$ cat config.mk
export PLATFORM = sky130hd
export DESIGN_NAME = drum_dot_acc
export DESIGN_NICKNAME = d
export VERILOG_FILES = /design/src/rtl/drum_dot_acc.sv
export SDC_FILE = /design/constraint.sdc
export NUM_CORES = 1
export LEC_CHECK = 0
export CORE_ASPECT_RATIO = 1.1
export CORE_MARGIN = 10
export CORE_UTILIZATION = 45
export DETAILED_ROUTE_END_ITERATION = 16
export PLACE_DENSITY = 0.71
export SLEW_MARGIN = 20
export SYNTH_ARGS = -nofsm -noshare
export SYNTH_HDL_FRONTEND = slang
export SYNTH_SLANG_ARGS = --single-unit
$ cat constraint.sdc
create_clock -name clk -period 8.2 [get_ports clk]
set_clock_uncertainty 0.15 [all_clocks]
set_input_delay 1.64 -clock clk [delete_from_list [all_inputs] [get_ports clk]]
set_output_delay 1.64 -clock clk [all_outputs]
set_load 0.02 [all_outputs]
$ cat src/rtl/drum_dot_acc.sv
// Streaming dot-product sequencer around an external DRUM multiplier.
// Ports: in_* operand stream, drum_a/b/r multiplier link, out_* held result.
module drum_dot_acc #(
  parameter int OP_W    = 8,
  parameter int ACC_W   = 24,
  parameter int MAX_LEN = 16
) (
  input  logic              clk,
  input  logic              rst_n,
  input  logic              in_valid,
  output logic              in_ready,
  input  logic [OP_W-1:0]   in_a,
  input  logic [OP_W-1:0]   in_b,
  input  logic              in_last,
  output logic [OP_W-1:0]   drum_a,
  output logic [OP_W-1:0]   drum_b,
  input  logic [2*OP_W-1:0] drum_r,
  output logic              out_valid,
  input  logic              out_ready,
  output logic [ACC_W-1:0]  out_acc,
  output logic [4:0]        out_len,
  output logic              out_ovf
);

  typedef enum logic [1:0] {
    S_ACC,
    S_DRAIN,
    S_OUT
  } state_t;

  state_t r_state;
  state_t w_state_nx;

  logic [OP_W-1:0]  r_a;
  logic [OP_W-1:0]  r_b;
  logic             r_p1_valid;
  logic             r_p1_last;
  logic [4:0]       r_cnt;
  logic [ACC_W-1:0] r_acc;
  logic             r_ovf;
  logic             r_out_valid;
  logic [ACC_W-1:0] r_out_acc;
  logic [4:0]       r_out_len;

  logic             w_accept;
  logic             w_force;
  logic             w_end;
  logic             w_retire;
  logic [ACC_W-1:0] w_prod;
  logic [ACC_W-1:0] w_sum;
  logic             w_ovf;

  assign in_ready  = (r_state == S_ACC);
  assign drum_a    = r_a;
  assign drum_b    = r_b;
  assign out_valid = r_out_valid;
  assign out_acc   = r_out_acc;
  assign out_len   = r_out_len;
  assign out_ovf   = r_ovf;

  assign w_accept = in_valid & in_ready;
  assign w_force  = (r_cnt == 5'(MAX_LEN - 1));
  assign w_end    = w_accept & (in_last | w_force);
  assign w_retire = r_out_valid & out_ready;

  // drum_r taken as two's complement; size cast sign-extends
  assign w_prod = ACC_W'($signed(drum_r));
  assign w_sum  = r_acc + w_prod;
  assign w_ovf  = (r_acc[ACC_W-1] == w_prod[ACC_W-1]) &
                  (w_sum[ACC_W-1] != r_acc[ACC_W-1]);

  always_ff @(posedge clk) begin
    if (!rst_n) begin
      r_state <= S_ACC;
    end else begin
      r_state <= w_state_nx;
    end
  end

  always_comb begin
    w_state_nx = r_state;
    unique case (r_state)
      S_ACC:   if (w_end) w_state_nx = S_DRAIN;
      S_DRAIN: if (r_p1_valid & r_p1_last) w_state_nx = S_OUT;
      S_OUT:   if (w_retire) w_state_nx = S_ACC;
      default: w_state_nx = S_ACC;
    endcase
  end

  always_ff @(posedge clk) begin
    if (!rst_n) begin
      r_a         <= '0;
      r_b         <= '0;
      r_p1_valid  <= 1'b0;
      r_p1_last   <= 1'b0;
      r_cnt       <= '0;
      r_acc       <= '0;
      r_ovf       <= 1'b0;
      r_out_valid <= 1'b0;
      r_out_acc   <= '0;
      r_out_len   <= '0;
    end else begin
      r_p1_valid <= w_accept;
      if (w_accept) begin
        r_a       <= in_a;
        r_b       <= in_b;
        r_p1_last <= in_last | w_force;
        r_cnt     <= r_cnt + 5'd1;
      end
      if (r_p1_valid) begin
        r_acc <= w_sum;
        if (w_ovf) r_ovf <= 1'b1;
        if (r_p1_last) begin
          r_out_acc   <= w_sum;
          r_out_len   <= r_cnt;
          r_out_valid <= 1'b1;
        end
      end
      // retire never coincides with r_p1_valid (only in S_OUT)
      if (w_retire) begin
        r_out_valid <= 1'b0;
        r_acc       <= '0;
        r_cnt       <= '0;
        r_ovf       <= 1'b0;
      end
    end
  end

endmodule

Word level (Yosys, flattened, before mapping)
Cells that the tools add are included.
Cells by class
  add/sub/neg operators: 2
  eq/ne operators: 8
  mux-type cells: 4
  bitwise gates (word level): 7
  reduce and logical (&&, ||, !) cells: 5
Operators with widths (count)
  24-bit adder: 1
  2-bit two-way mux: 3
  2-bit case mux with 3 select lines: 1
  5-bit by 1-bit adder with 5-bit output (second input constant): 1
  1-bit AND: 5
  5-bit by 4-bit == test with 1-bit output (second input constant): 1
  2-bit inequality test (second input constant): 2
  2-bit AND reduction: 2
  3-bit AND reduction: 1
  2-bit by 1-bit == test with 1-bit output (second input constant): 1
  2-bit == test (second input constant): 1
  2-bit logical NOT: 1
  2-bit by 1-bit inequality test with 1-bit output (second input constant): 1
  2-bit OR reduction: 1
  1-bit == test: 1
  1-bit inequality test: 1
  1-bit NOT: 1
  1-bit OR: 1
Word-level totals
  register bits after elaboration: 80
  output and inout port bits: 48
  logic and storage cells: 37

Logic depth before layout (Yosys ltp)
Gate-level depths: netlist of the first run.
  depth after elaboration: 5
  depth in mapped cells: 9
  depth with buffers taken out: 9

Least setup slack after synthesis of the first run
Ideal clock, no wire load.
  path kind: input to register
  start point: in drum_r[0]
  end point: reg r_out_acc[10] (netlist: out_acc[10])
  library setup time: 86 ps
  arrival time: 3554 ps
  required time: 7964 ps
  path slack: 4411 ps
  cell stages on the path: 9
  buffers on the path: 0
  cell sequence: ha_1 fa_1 a21oi_1 o21ai_0 a21oi_1 o21ai_0 o311ai_0 xor2_1 a211oi_1
Between the ends
  word-level cells in the longest chain between the ends: 1
Ends and longest elaborated chain
  from (decl): line 17  | input logic [2*OP_W-1:0] drum_r,
  24-bit adder: line 68  | assign w_sum = r_acc + w_prod;
  to (signal assigned): line 114  | r_out_acc <= w_sum;
  to (decl): line 42  | logic [ACC_W-1:0] r_out_acc;
No other way between the ends.
A chain may end at the register's enable or synchronous reset.

Worst setup path after layout of the first run
  start point: in drum_r[15]
  end point: reg r_out_acc[21] (netlist: out_acc[21])
The elaborated chain is that of the path after synthesis.

==> report_table.html, run 1 <==
<table>
<tr><th>Metric</th><th>Value</th></tr>
<tr><th colspan="2">Clock network</th></tr>
<tr><td>Post-CTS repair timing setup buffer count</td><td>0</td></tr>
<tr><td>CTS clock-pin slew for the worst setup and hold paths</td><td>roughly 0.08 ns</td></tr>
<tr><td>Skew-Pair Late Insertion Delay</td><td>around 0.35 ns</td></tr>
<tr><td>Max Root-Sink Buffers</td><td>2</td></tr>
<tr><td>Total number of clock tree sinks</td><td>80</td></tr>
<tr><td>Clock buffers created by TritonCTS</td><td>9</td></tr>
<tr><td>Root Buffer</td><td>clkbuf_8</td></tr>
<tr><td>TritonCTS clock tree</td><td>yes</td></tr>
<tr><td>CTS hold repair buffers</td><td>0</td></tr>
<tr><td>Post-CTS Resized</td><td>0</td></tr>
<tr><td>H-tree lvl count</td><td>3</td></tr>
<tr><th colspan="2">STA</th></tr>
<tr><td>Final number of max-transition violations</td><td>0</td></tr>
<tr><td>Tightest Pin Transition</td><td>1.05 ns</td></tr>
<tr><td>Final cycle utilization of the critical path</td><td>51.8%</td></tr>
<tr><td>Accumulated negative setup slack</td><td>0 ns</td></tr>
<tr><td>Final Hold Vio Count</td><td>0</td></tr>
<tr><td>Unrepaired setup endpoints after global routing</td><td>no</td></tr>
<tr><td>Clock period minus worst slack</td><td>around 4.2 ns</td></tr>
<tr><td>Tightest slew margin relative to the limit</td><td>29.7%</td></tr>
<tr><td>Highest achievable clock rate</td><td>roughly 240 MHz</td></tr>
<tr><td>Final setup violation count</td><td>0</td></tr>
<tr><th colspan="2">Pwr</th></tr>
<tr><td>Peak supply drop</td><td>roughly 0.12 mV</td></tr>
<tr><td>Overall power</td><td>around 0.00090 W</td></tr>
<tr><td>Leakage Power</td><td>between 2 and 2.5 nW</td></tr>
<tr><td>Power per cell area</td><td>approximately 170 nW/µm²</td></tr>
<tr><th colspan="2">Routing</th></tr>
<tr><td>DRC errors left</td><td>0</td></tr>
<tr><td>Detailed-route wire length per cell</td><td>16.2 µm</td></tr>
<tr><td>Total number of vias</td><td>slightly below 4000</td></tr>
<tr><td>Routed length on met2</td><td>roughly 5.2 mm</td></tr>
<tr><td>Top layer used by detailed routing</td><td>met4</td></tr>
<tr><td>Detailed-routing wirelength on met1</td><td>slightly below 5 mm</td></tr>
<tr><td>Met3 Wirelength</td><td>roughly 960 µm</td></tr>
<tr><td>Drt via density</td><td>~5.6</td></tr>
<tr><td>Detailed-routing iteration count for the pre-antenna-repair pass</td><td>5</td></tr>
<tr><td>Routed wire length</td><td>between 10 and 15 mm</td></tr>
<tr><td>First DRT Iteration DRCs</td><td>172</td></tr>
<tr><td>Number of antenna-violating nets in the routed design</td><td>0</td></tr>
<tr><th colspan="2">Critical path</th></tr>
<tr><td>Worst Path Class, Setup</td><td>in -&gt; reg</td></tr>
<tr><td>Required arrival time at the worst endpoint</td><td>8.29 ns</td></tr>
<tr><td>Startpoint type of the worst setup path</td><td>input port</td></tr>
<tr><td>Critical-path cell list</td><td>clkdlybuf4s50_1 &gt; ha_1 &gt; a21oi_1 &gt; o2111ai_1 &gt; a41oi_1 &gt; o21ai_0 &gt; a21oi_1 &gt; nor4_1 &gt; a311o_1</td></tr>
<tr><td>Critical path's most frequent cell</td><td>a21oi_1</td></tr>
<tr><td>Number of cells on the critical path</td><td>9</td></tr>
<tr><td>Critical Path Fanout Max</td><td>13</td></tr>
<tr><td>Number of cells on the worst reg-to-reg path</td><td>9</td></tr>
<tr><td>Worst Path Buf+Inv</td><td>1</td></tr>
<tr><td>Cell with the largest stage delay on the worst path</td><td>clkdlybuf4s50_1</td></tr>
<tr><td>Maximum cell stage delay along the critical path</td><td>about 0.7 ns</td></tr>
<tr><td>Crit path max-delay family</td><td>compound AO/OA/AOI/OAI gates</td></tr>
<tr><td>Kind of end point of the critical path</td><td>flip-flop</td></tr>
<tr><td>CP Data Arrival Time</td><td>between 4 and 5 ns</td></tr>
<tr><th colspan="2">Die</th></tr>
<tr><td>Ports placed on the boundary</td><td>85</td></tr>
<tr><td>Standard cell core area</td><td>8960 µm²</td></tr>
<tr><td>Initial core utilization</td><td>a little under half</td></tr>
<tr><td>Total die area</td><td>between 10000 and 15000 µm²</td></tr>
<tr><td>Die Ht</td><td>~120 µm</td></tr>
<tr><td>Placement row count</td><td>36</td></tr>
<tr><td>Width of the die</td><td>112 µm</td></tr>
<tr><th colspan="2">Yosys</th></tr>
<tr><td>Synthesis-stage register bit count</td><td>80</td></tr>
<tr><td>Area share of the largest cell type after synthesis</td><td>approximately two fifths</td></tr>
<tr><td>Post-synth design cell area</td><td>4180 µm²</td></tr>
<tr><td>Async set-or-reset flop fraction in the synthesized netlist</td><td>0%</td></tr>
<tr><td>Main area contributors after synthesis</td><td>dfxtp_1 (38%), nand2_1 (7.8%), a21oi_1 (7.7%), ha_1 (7.5%), o21ai_0 (3.6%)</td></tr>
<tr><td>Distinct cells, synth</td><td>57</td></tr>
<tr><td>Post-Synthesis Cells</td><td>about 510</td></tr>
<tr><td>Number of nets in the synthesized netlist</td><td>around 580</td></tr>
<tr><td>Most instantiated flip-flop cell in the synthesis netlist</td><td>dfxtp_1</td></tr>
<tr><td>Warning count from the yosys run</td><td>0</td></tr>
<tr><td>Post-synthesis cell type with the largest combined area</td><td>dfxtp_1</td></tr>
<tr><td>Post-synthesis sequential area ratio</td><td>38.3%</td></tr>
<tr><td>Avg Cell Area, Syn</td><td>between 8 and 9 µm²</td></tr>
<tr><td>Number of synthesized flops with an enable pin</td><td>0</td></tr>
<tr><th colspan="2">Finish</th></tr>
<tr><td>Fraction of layout instances using a drive strength above 1</td><td>under 10%</td></tr>
<tr><td>Layout area overhead</td><td>25.0%</td></tr>
<tr><td>Number of fillers in the final layout</td><td>slightly above 800</td></tr>
<tr><td>Diode count</td><td>0</td></tr>
<tr><td>Nets</td><td>between 600 and 700</td></tr>
<tr><th colspan="2">Hold path</th></tr>
<tr><td>Worst min-delay path category</td><td>reg -&gt; reg</td></tr>
<tr><td>Number of instances on the worst hold path</td><td>2</td></tr>
<tr><th colspan="2">Placement</th></tr>
<tr><td>Routability-driven placement congestion ratio</td><td>0.992</td></tr>
<tr><td>Number of I/O port buffers</td><td>84</td></tr>
<tr><td>Hpwl dp</td><td>between 8 and 9 mm</td></tr>
<tr><th colspan="2">Run</th></tr>
<tr><td>Max cap viols</td><td>0</td></tr>
<tr><th colspan="2">Global route</th></tr>
<tr><td>Pin count of the biggest net entering global routing</td><td>40</td></tr>
<tr><td>First-pass GRT wire length</td><td>between 15 and 20 mm</td></tr>
<tr><td>Antenna violations before repair</td><td>0</td></tr>
<tr><td>Residual overflow from global routing</td><td>0</td></tr>
<tr><td>GR Util All Layers</td><td>~16%</td></tr>
<tr><td>Vias in the first global route</td><td>approximately 3800</td></tr>
<tr><th colspan="2">Run status</th></tr>
<tr><td>Run status</td><td>finished, final reports clean</td></tr>
</table>
layout make-up:
type,instances,area (µm²),area share [%]
multi-input cells,392,2410,46.0
flip-flops and latches,80,1600,30.6
repair buffers,86,856,16.4
well taps,114,143,2.73
clock buffers,11,141,2.70
inverters,13,48.8,0.933
clock inverters,5,32.5,0.622
where the power goes:
group / switching [W] / internal (W)
Clock: 0.000148 / 0.000118
Combinational: 0.000121 / 0.0000912
Sequential: 0.0000129 / 0.000409
Total: 0.000282 / 0.000618
synthesized netlist by cell type (all sizes together) (2+ instances only):
| cell | count |
|---|---|
| or3 | 6 |
| dfxtp | 80 |
| nand3b | 7 |
| a21o | 7 |
| nor4 | 2 |
| xor2 | 5 |
| nand4 | 8 |
| a21oi | 64 |
| nor2 | 34 |
| and2 | 10 |
| and3 | 2 |
| nand2b | 5 |
| o211ai | 3 |
| nor2b | 2 |
| o21a | 3 |
| nand4b | 2 |
| nor3 | 7 |
| ha | 25 |
| and4 | 5 |
| mux2i | 11 |
| a211oi | 8 |
| buf | 4 |
| a31o | 2 |
| or4b | 2 |
| nand3 | 22 |
| inv | 13 |
| o21ai | 30 |
| nand2 | 87 |
| xnor2 | 13 |
| clkbuf | 25 |
stage by stage:
stage	setup WS, ns	instance area, µm²	utilization, %	hold slack, ns	instances
after floorplan	4.41	4180	-	0.279	514
after global placement	3.23	5050	56.3	0.287	685
after detailed placement	3.61	5050	56.4	0.296	685
after CTS	3.98	5230	58.3	0.307	701
after global routing	3.76	5230	58.3	0.318	701
final	3.95	5230	58.3	0.306	701
worst reg2reg max path, delay by kind of cell (launching register included):
family / cells / cell delay (ns)
AOI/OAI and AO/OA: 6 / 1.46
adders and majority gates: 2 / 0.61
DFF: 1 / 0.32
xor gates and xnor gates: 1 / 0.14
layer usage:
layer,global-route usage (%),vias to the layer above
li1,-,1951
met1,19.4,1816
met2,26.2,126
met3,5.39,19
met4,7.30,0
met5,0,-
sequential cells by signal, indices dropped and copies added (netlist names):
| signal | count |
|---|---|
| out_ovf | 1 |
| out_valid | 1 |
| r_p1_last | 1 |
| r_cnt | 5 |
| drum_b | 8 |
| out_acc | 24 |
| out_len | 5 |
| r_p1_valid | 1 |
| r_state | 2 |
| drum_a | 8 |
| r_acc | 24 |
layout by cell type (no fill, tap or decap), types with 2 or more instances in the layout:
cell             synthesis  final
and4_1                   4      4
xor2_1                   5      5
inv_1                   13     13
ha_1                    25     25
clkinv_2                 0      3
dfxtp_1                 80     80
nand3_1                 22     22
nand2_1                 87     87
nor2_1                  34     34
a211oi_1                 8      8
o211ai_1                 3      3
clkbuf_8                 0     10
a21o_1                   7      7
nand2b_1                 5      5
and3_1                   2      2
or3_1                    5      5
nor3_1                   7      7
o21ai_0                 30     30
nand3b_1                 7      7
and2_1                  10      9
nand4b_1                 2      2
clkinv_4                 0      2
o21a_1                   3      3
nand4_1                  8      8
nor2b_1                  2      2
a21oi_1                 64     63
clkdlybuf4s50_1          0     84
buf_4                    0      2
mux2i_1                 11     11
xnor2_1                 13     13
cell families (layout without fill, tap and decap cells):
family	Yosys count	count (layout)	synth area share, %
buffers and inverters	42	115	4.34
multiplexers	12	12	2.90
AO/OA/AOI/OAI	130	130	18.3
AND/OR/NAND/NOR	205	205	23.9
adder cells (fa/ha/maj)	26	26	7.95
flip-flops	80	80	38.3
XOR/XNOR	19	19	4.34
final timing paths:
kind | end | slack (ns) | start
setup reg to reg | r_acc[10]$_SDFFE_PP0P_ | 5.42 | r_acc[0]$_SDFFE_PP0P_
setup / recovery | out_acc[21]$_SDFFE_PN0P_ | 3.95 | drum_r[15]
hold reg to reg | drum_a[4]$_SDFFE_PN0P_ | 0.31 | drum_a[4]$_SDFFE_PN0P_
hold / removal | drum_a[4]$_SDFFE_PN0P_ | 0.31 | drum_a[4]$_SDFFE_PN0P_
No activity file was read; power rests on OpenSTA's default activity.
==> run 2, diff against run 1 <==
==> constraint.sdc (replaced) <==
create_clock -name clk -period 4.2 [get_ports clk]
set_clock_uncertainty 0.15 [all_clocks]
set_input_delay 0.84 -clock clk [delete_from_list [all_inputs] [get_ports clk]]
set_output_delay 0.84 -clock clk [all_outputs]
set_load 0.02 [all_outputs]
==> run 2 against run 1 <==
Non-clock buffer count increased by 5. Die area unchanged. Combinational power increased by 96%.
==> report_table.html, run 2 (same netlist as run 1, synthesis figures left out) <==
<table>
<tr><th>Metric</th><th>Value</th></tr>
<tr><th colspan="2">STA</th></tr>
<tr><td>Final number of max-transition violations</td><td>0 (unchanged)</td></tr>
<tr><td>Accumulated negative setup slack</td><td>0 ns (unchanged)</td></tr>
<tr><td>Unrepaired setup endpoints after global routing</td><td>no (unchanged)</td></tr>
<tr><td>Final Hold Vio Count</td><td>0 (unchanged)</td></tr>
<tr><td>Tightest Pin Transition</td><td>0.864 ns (was 1.05 ns)</td></tr>
<tr><td>Final cycle utilization of the critical path</td><td>just over 80%</td></tr>
<tr><td>Clock period minus worst slack</td><td>~3.5 ns</td></tr>
<tr><td>Final setup violation count</td><td>0 (unchanged)</td></tr>
<tr><td>Highest achievable clock rate</td><td>between 200 and 300 MHz</td></tr>
<tr><td>Tightest slew margin relative to the limit</td><td>42.4% (was 29.7%)</td></tr>
<tr><th colspan="2">Clock network</th></tr>
<tr><td>TritonCTS clock tree</td><td>yes (unchanged)</td></tr>
<tr><td>Post-CTS repair timing setup buffer count</td><td>0 (unchanged)</td></tr>
<tr><td>Total number of clock tree sinks</td><td>80 (unchanged)</td></tr>
<tr><td>Root Buffer</td><td>clkbuf_8 (unchanged)</td></tr>
<tr><td>Post-CTS Resized</td><td>0 (unchanged)</td></tr>
<tr><td>Skew-Pair Late Insertion Delay</td><td>0.36 ns (was 0.35 ns)</td></tr>
<tr><td>Clock buffers created by TritonCTS</td><td>9 (unchanged)</td></tr>
<tr><td>Max Root-Sink Buffers</td><td>2 (unchanged)</td></tr>
<tr><td>CTS clock-pin slew for the worst setup and hold paths</td><td>0.09 ns (was 0.08 ns)</td></tr>
<tr><td>CTS hold repair buffers</td><td>0 (unchanged)</td></tr>
<tr><td>H-tree lvl count</td><td>3 (unchanged)</td></tr>
<tr><th colspan="2">Routing</th></tr>
<tr><td>DRC errors left</td><td>0 (unchanged)</td></tr>
<tr><td>Drt via density</td><td>5.39 (was 5.58)</td></tr>
<tr><td>First DRT Iteration DRCs</td><td>172 (unchanged)</td></tr>
<tr><td>Detailed-routing iteration count for the pre-antenna-repair pass</td><td>4 (was 5)</td></tr>
<tr><td>Routed wire length</td><td>11.5 mm (was 11.4 mm)</td></tr>
<tr><td>Total number of vias</td><td>3802 (was 3912)</td></tr>
<tr><td>Number of antenna-violating nets in the routed design</td><td>0 (unchanged)</td></tr>
<tr><td>Detailed-route wire length per cell</td><td>16.3 µm (was 16.2 µm)</td></tr>
<tr><th colspan="2">Critical path</th></tr>
<tr><td>Critical Path Source</td><td>drum_r[15] (unchanged)</td></tr>
<tr><td>Kind of end point of the critical path</td><td>flip-flop (unchanged)</td></tr>
<tr><td>Critical-path cell list</td><td>clkdlybuf4s50_1 &gt; ha_1 &gt; nand4_1 &gt; nor3_1 &gt; nand2_1 &gt; o21ai_0 &gt; a21oi_1 &gt; or4b_1 &gt; nand3_1 (was clkdlybuf4s50_1 &gt; ha_1 &gt; a21oi_1 &gt; o2111ai_1 &gt; a41oi_1 &gt; o21ai_0 &gt; a21oi_1 &gt; nor4_1 &gt; a311o_1)</td></tr>
<tr><td>Startpoint of the lowest-slack register-to-register path</td><td>r_acc[0]$_SDFFE_PP0P_ (unchanged)</td></tr>
<tr><td>Capture point of the worst reg-to-reg path</td><td>r_acc[10]$_SDFFE_PP0P_ (unchanged)</td></tr>
<tr><td>Worst Path Class, Setup</td><td>in -&gt; reg (unchanged)</td></tr>
<tr><td>Number of cells on the worst reg-to-reg path</td><td>9 (unchanged)</td></tr>
<tr><td>Crit path capture</td><td>r_acc[21]$_SDFFE_PP0P_ (was out_acc[21]$_SDFFE_PN0P_)</td></tr>
<tr><td>Maximum cell stage delay along the critical path</td><td>0.71 ns (was 0.68 ns)</td></tr>
<tr><td>Cell with the largest stage delay on the worst path</td><td>clkdlybuf4s50_1 (unchanged)</td></tr>
<tr><td>CP Data Arrival Time</td><td>3.62 ns (was 4.34 ns)</td></tr>
<tr><td>Required arrival time at the worst endpoint</td><td>4.35 ns (was 8.29 ns)</td></tr>
<tr><td>Startpoint type of the worst setup path</td><td>input port (unchanged)</td></tr>
<tr><td>Worst setup slack for register-to-register paths</td><td>1.36 ns (was 5.42 ns)</td></tr>
<tr><td>Critical Path Fanout Max</td><td>13 (unchanged)</td></tr>
<tr><th colspan="2">Global route</th></tr>
<tr><td>GR Util All Layers</td><td>16.8% (was 16.3%)</td></tr>
<tr><td>First-pass GRT wire length</td><td>19.1 mm (was 18.6 mm)</td></tr>
<tr><td>Pin count of the biggest net entering global routing</td><td>39 (was 40)</td></tr>
<tr><td>Vias in the first global route</td><td>3737 (was 3761)</td></tr>
<tr><td>Antenna violations before repair</td><td>0 (unchanged)</td></tr>
<tr><td>Residual overflow from global routing</td><td>0 (unchanged)</td></tr>
<tr><th colspan="2">Finish</th></tr>
<tr><td>Diode count</td><td>0 (unchanged)</td></tr>
<tr><td>Commonest non-fill, non-tap cells in the layout</td><td>nand2_1 (86), clkdlybuf4s50_1 (84), dfxtp_1 (80) (was nand2_1 (87), clkdlybuf4s50_1 (84), dfxtp_1 (80))</td></tr>
<tr><td>Area taken by flip-flops and latches</td><td>1600 µm² (unchanged)</td></tr>
<tr><td>Fraction of layout instances using a drive strength above 1</td><td>5.57% (was 4.77%)</td></tr>
<tr><td>Leading cell type in the layout, fill and taps excluded</td><td>nand2_1 (unchanged)</td></tr>
<tr><td>Area of combinational cells with multiple inputs</td><td>2400 µm² (was 2410 µm²)</td></tr>
<tr><td>Nets</td><td>650 (was 645)</td></tr>
<tr><td>Layout area overhead</td><td>26.0% (was 25.0%)</td></tr>
<tr><td>Number of fillers in the final layout</td><td>823 (was 818)</td></tr>
<tr><th colspan="2">Hold path</th></tr>
<tr><td>Hold Path Origin</td><td>out_acc[14]$_SDFFE_PN0P_ (was drum_a[4]$_SDFFE_PN0P_)</td></tr>
<tr><td>Worst min-delay path category</td><td>reg -&gt; reg (unchanged)</td></tr>
<tr><th colspan="2">Placement</th></tr>
<tr><td>Number of I/O port buffers</td><td>84 (unchanged)</td></tr>
<tr><td>Routability-driven placement congestion ratio</td><td>0.892 (was 0.992)</td></tr>
<tr><td>Hpwl dp</td><td>8.34 mm (was 8.16 mm)</td></tr>
<tr><th colspan="2">Die</th></tr>
<tr><td>Ports placed on the boundary</td><td>85 (unchanged)</td></tr>
<tr><td>Die Ht</td><td>121 µm (unchanged)</td></tr>
<tr><td>Initial core utilization</td><td>46.7% (unchanged)</td></tr>
<tr><td>Standard cell core area</td><td>8960 µm² (unchanged)</td></tr>
<tr><td>Placement row count</td><td>36 (unchanged)</td></tr>
<tr><td>Total die area</td><td>13600 µm² (unchanged)</td></tr>
<tr><td>Width of the die</td><td>112 µm (unchanged)</td></tr>
<tr><th colspan="2">Pwr</th></tr>
<tr><td>Peak supply drop</td><td>0.235 mV (was 0.117 mV)</td></tr>
<tr><td>Leakage Power</td><td>2.07 nW (was 2.04 nW)</td></tr>
<tr><td>Power per cell area</td><td>341 nW/µm² (was 172 nW/µm²)</td></tr>
<tr><td>Overall power</td><td>0.00180 W (was 0.000900 W)</td></tr>
<tr><th colspan="2">Run status</th></tr>
<tr><td>Run status</td><td>finished, final reports clean (unchanged)</td></tr>
<tr><th colspan="2">Run</th></tr>
<tr><td>Max cap viols</td><td>0 (unchanged)</td></tr>
</table>
[run 2: cell type report]
type	count	area share, %
Clock buffer	9	2.35
Clock inverter	7	1.14
Inverter	13	0.925
Multi-Input combinational cell	392	45.6
Sequential cell	80	30.4
Tap cell	114	2.70
Timing Repair Buffer	91	16.9
[run 2: worst max-delay path: cells and delay by family]
| kind | cells | cell delay [ns] |
|---|---|---|
| simple gates | 5 | 1.16 |
| compound gates | 2 | 0.26 |
| fa+ha+maj | 1 | 0.64 |
| buf+inv | 1 | 0.71 |
[run 2: report_power, final]
part	switching (W)	internal, W	total, W
sequential	0.0000243	0.000799	0.000823
combinational	0.000234	0.000183	0.000416
clock	0.000331	0.000228	0.000559
[run 2: per-layer routing]
metal  wire length, µm  GRT usage [%]
met5                 0              0
met3               700           5.24
met1              5290           20.3
met2              5420           28.4
met4               123           4.29
[run 2: metrics by stage]
stage / cells / utilization [%] / hold WS (ns) / setup WS [ns] / cell area, µm²
after floorplan: 514 / - / 0.279 / 1.21 / 4180
after global placement: 690 / 56.8 / 0.290 / 0.410 / 5090
after detailed placement: 690 / 56.8 / 0.295 / 0.385 / 5090
after CTS: 706 / 58.8 / 0.308 / 0.737 / 5270
after global routing: 706 / 58.8 / 0.333 / 0.423 / 5270
final: 706 / 58.8 / 0.307 / 0.734 / 5270
[run 2: how the worst min path moves through the flow]
stage / to / slack, ns / cells past startpoint
after floorplan: r_acc[16]$_SDFFE_PP0P_ / 0.28 / 2
after global placement: out_ovf$_SDFFE_PP0P_ / 0.29 / 2
after detailed placement: out_acc[14]$_SDFFE_PN0P_ / 0.30 / 2
after CTS: out_acc[14]$_SDFFE_PN0P_ / 0.31 / 2
after global routing: drum_a[4]$_SDFFE_PN0P_ / 0.33 / 2
final: out_acc[14]$_SDFFE_PN0P_ / 0.31 / 2
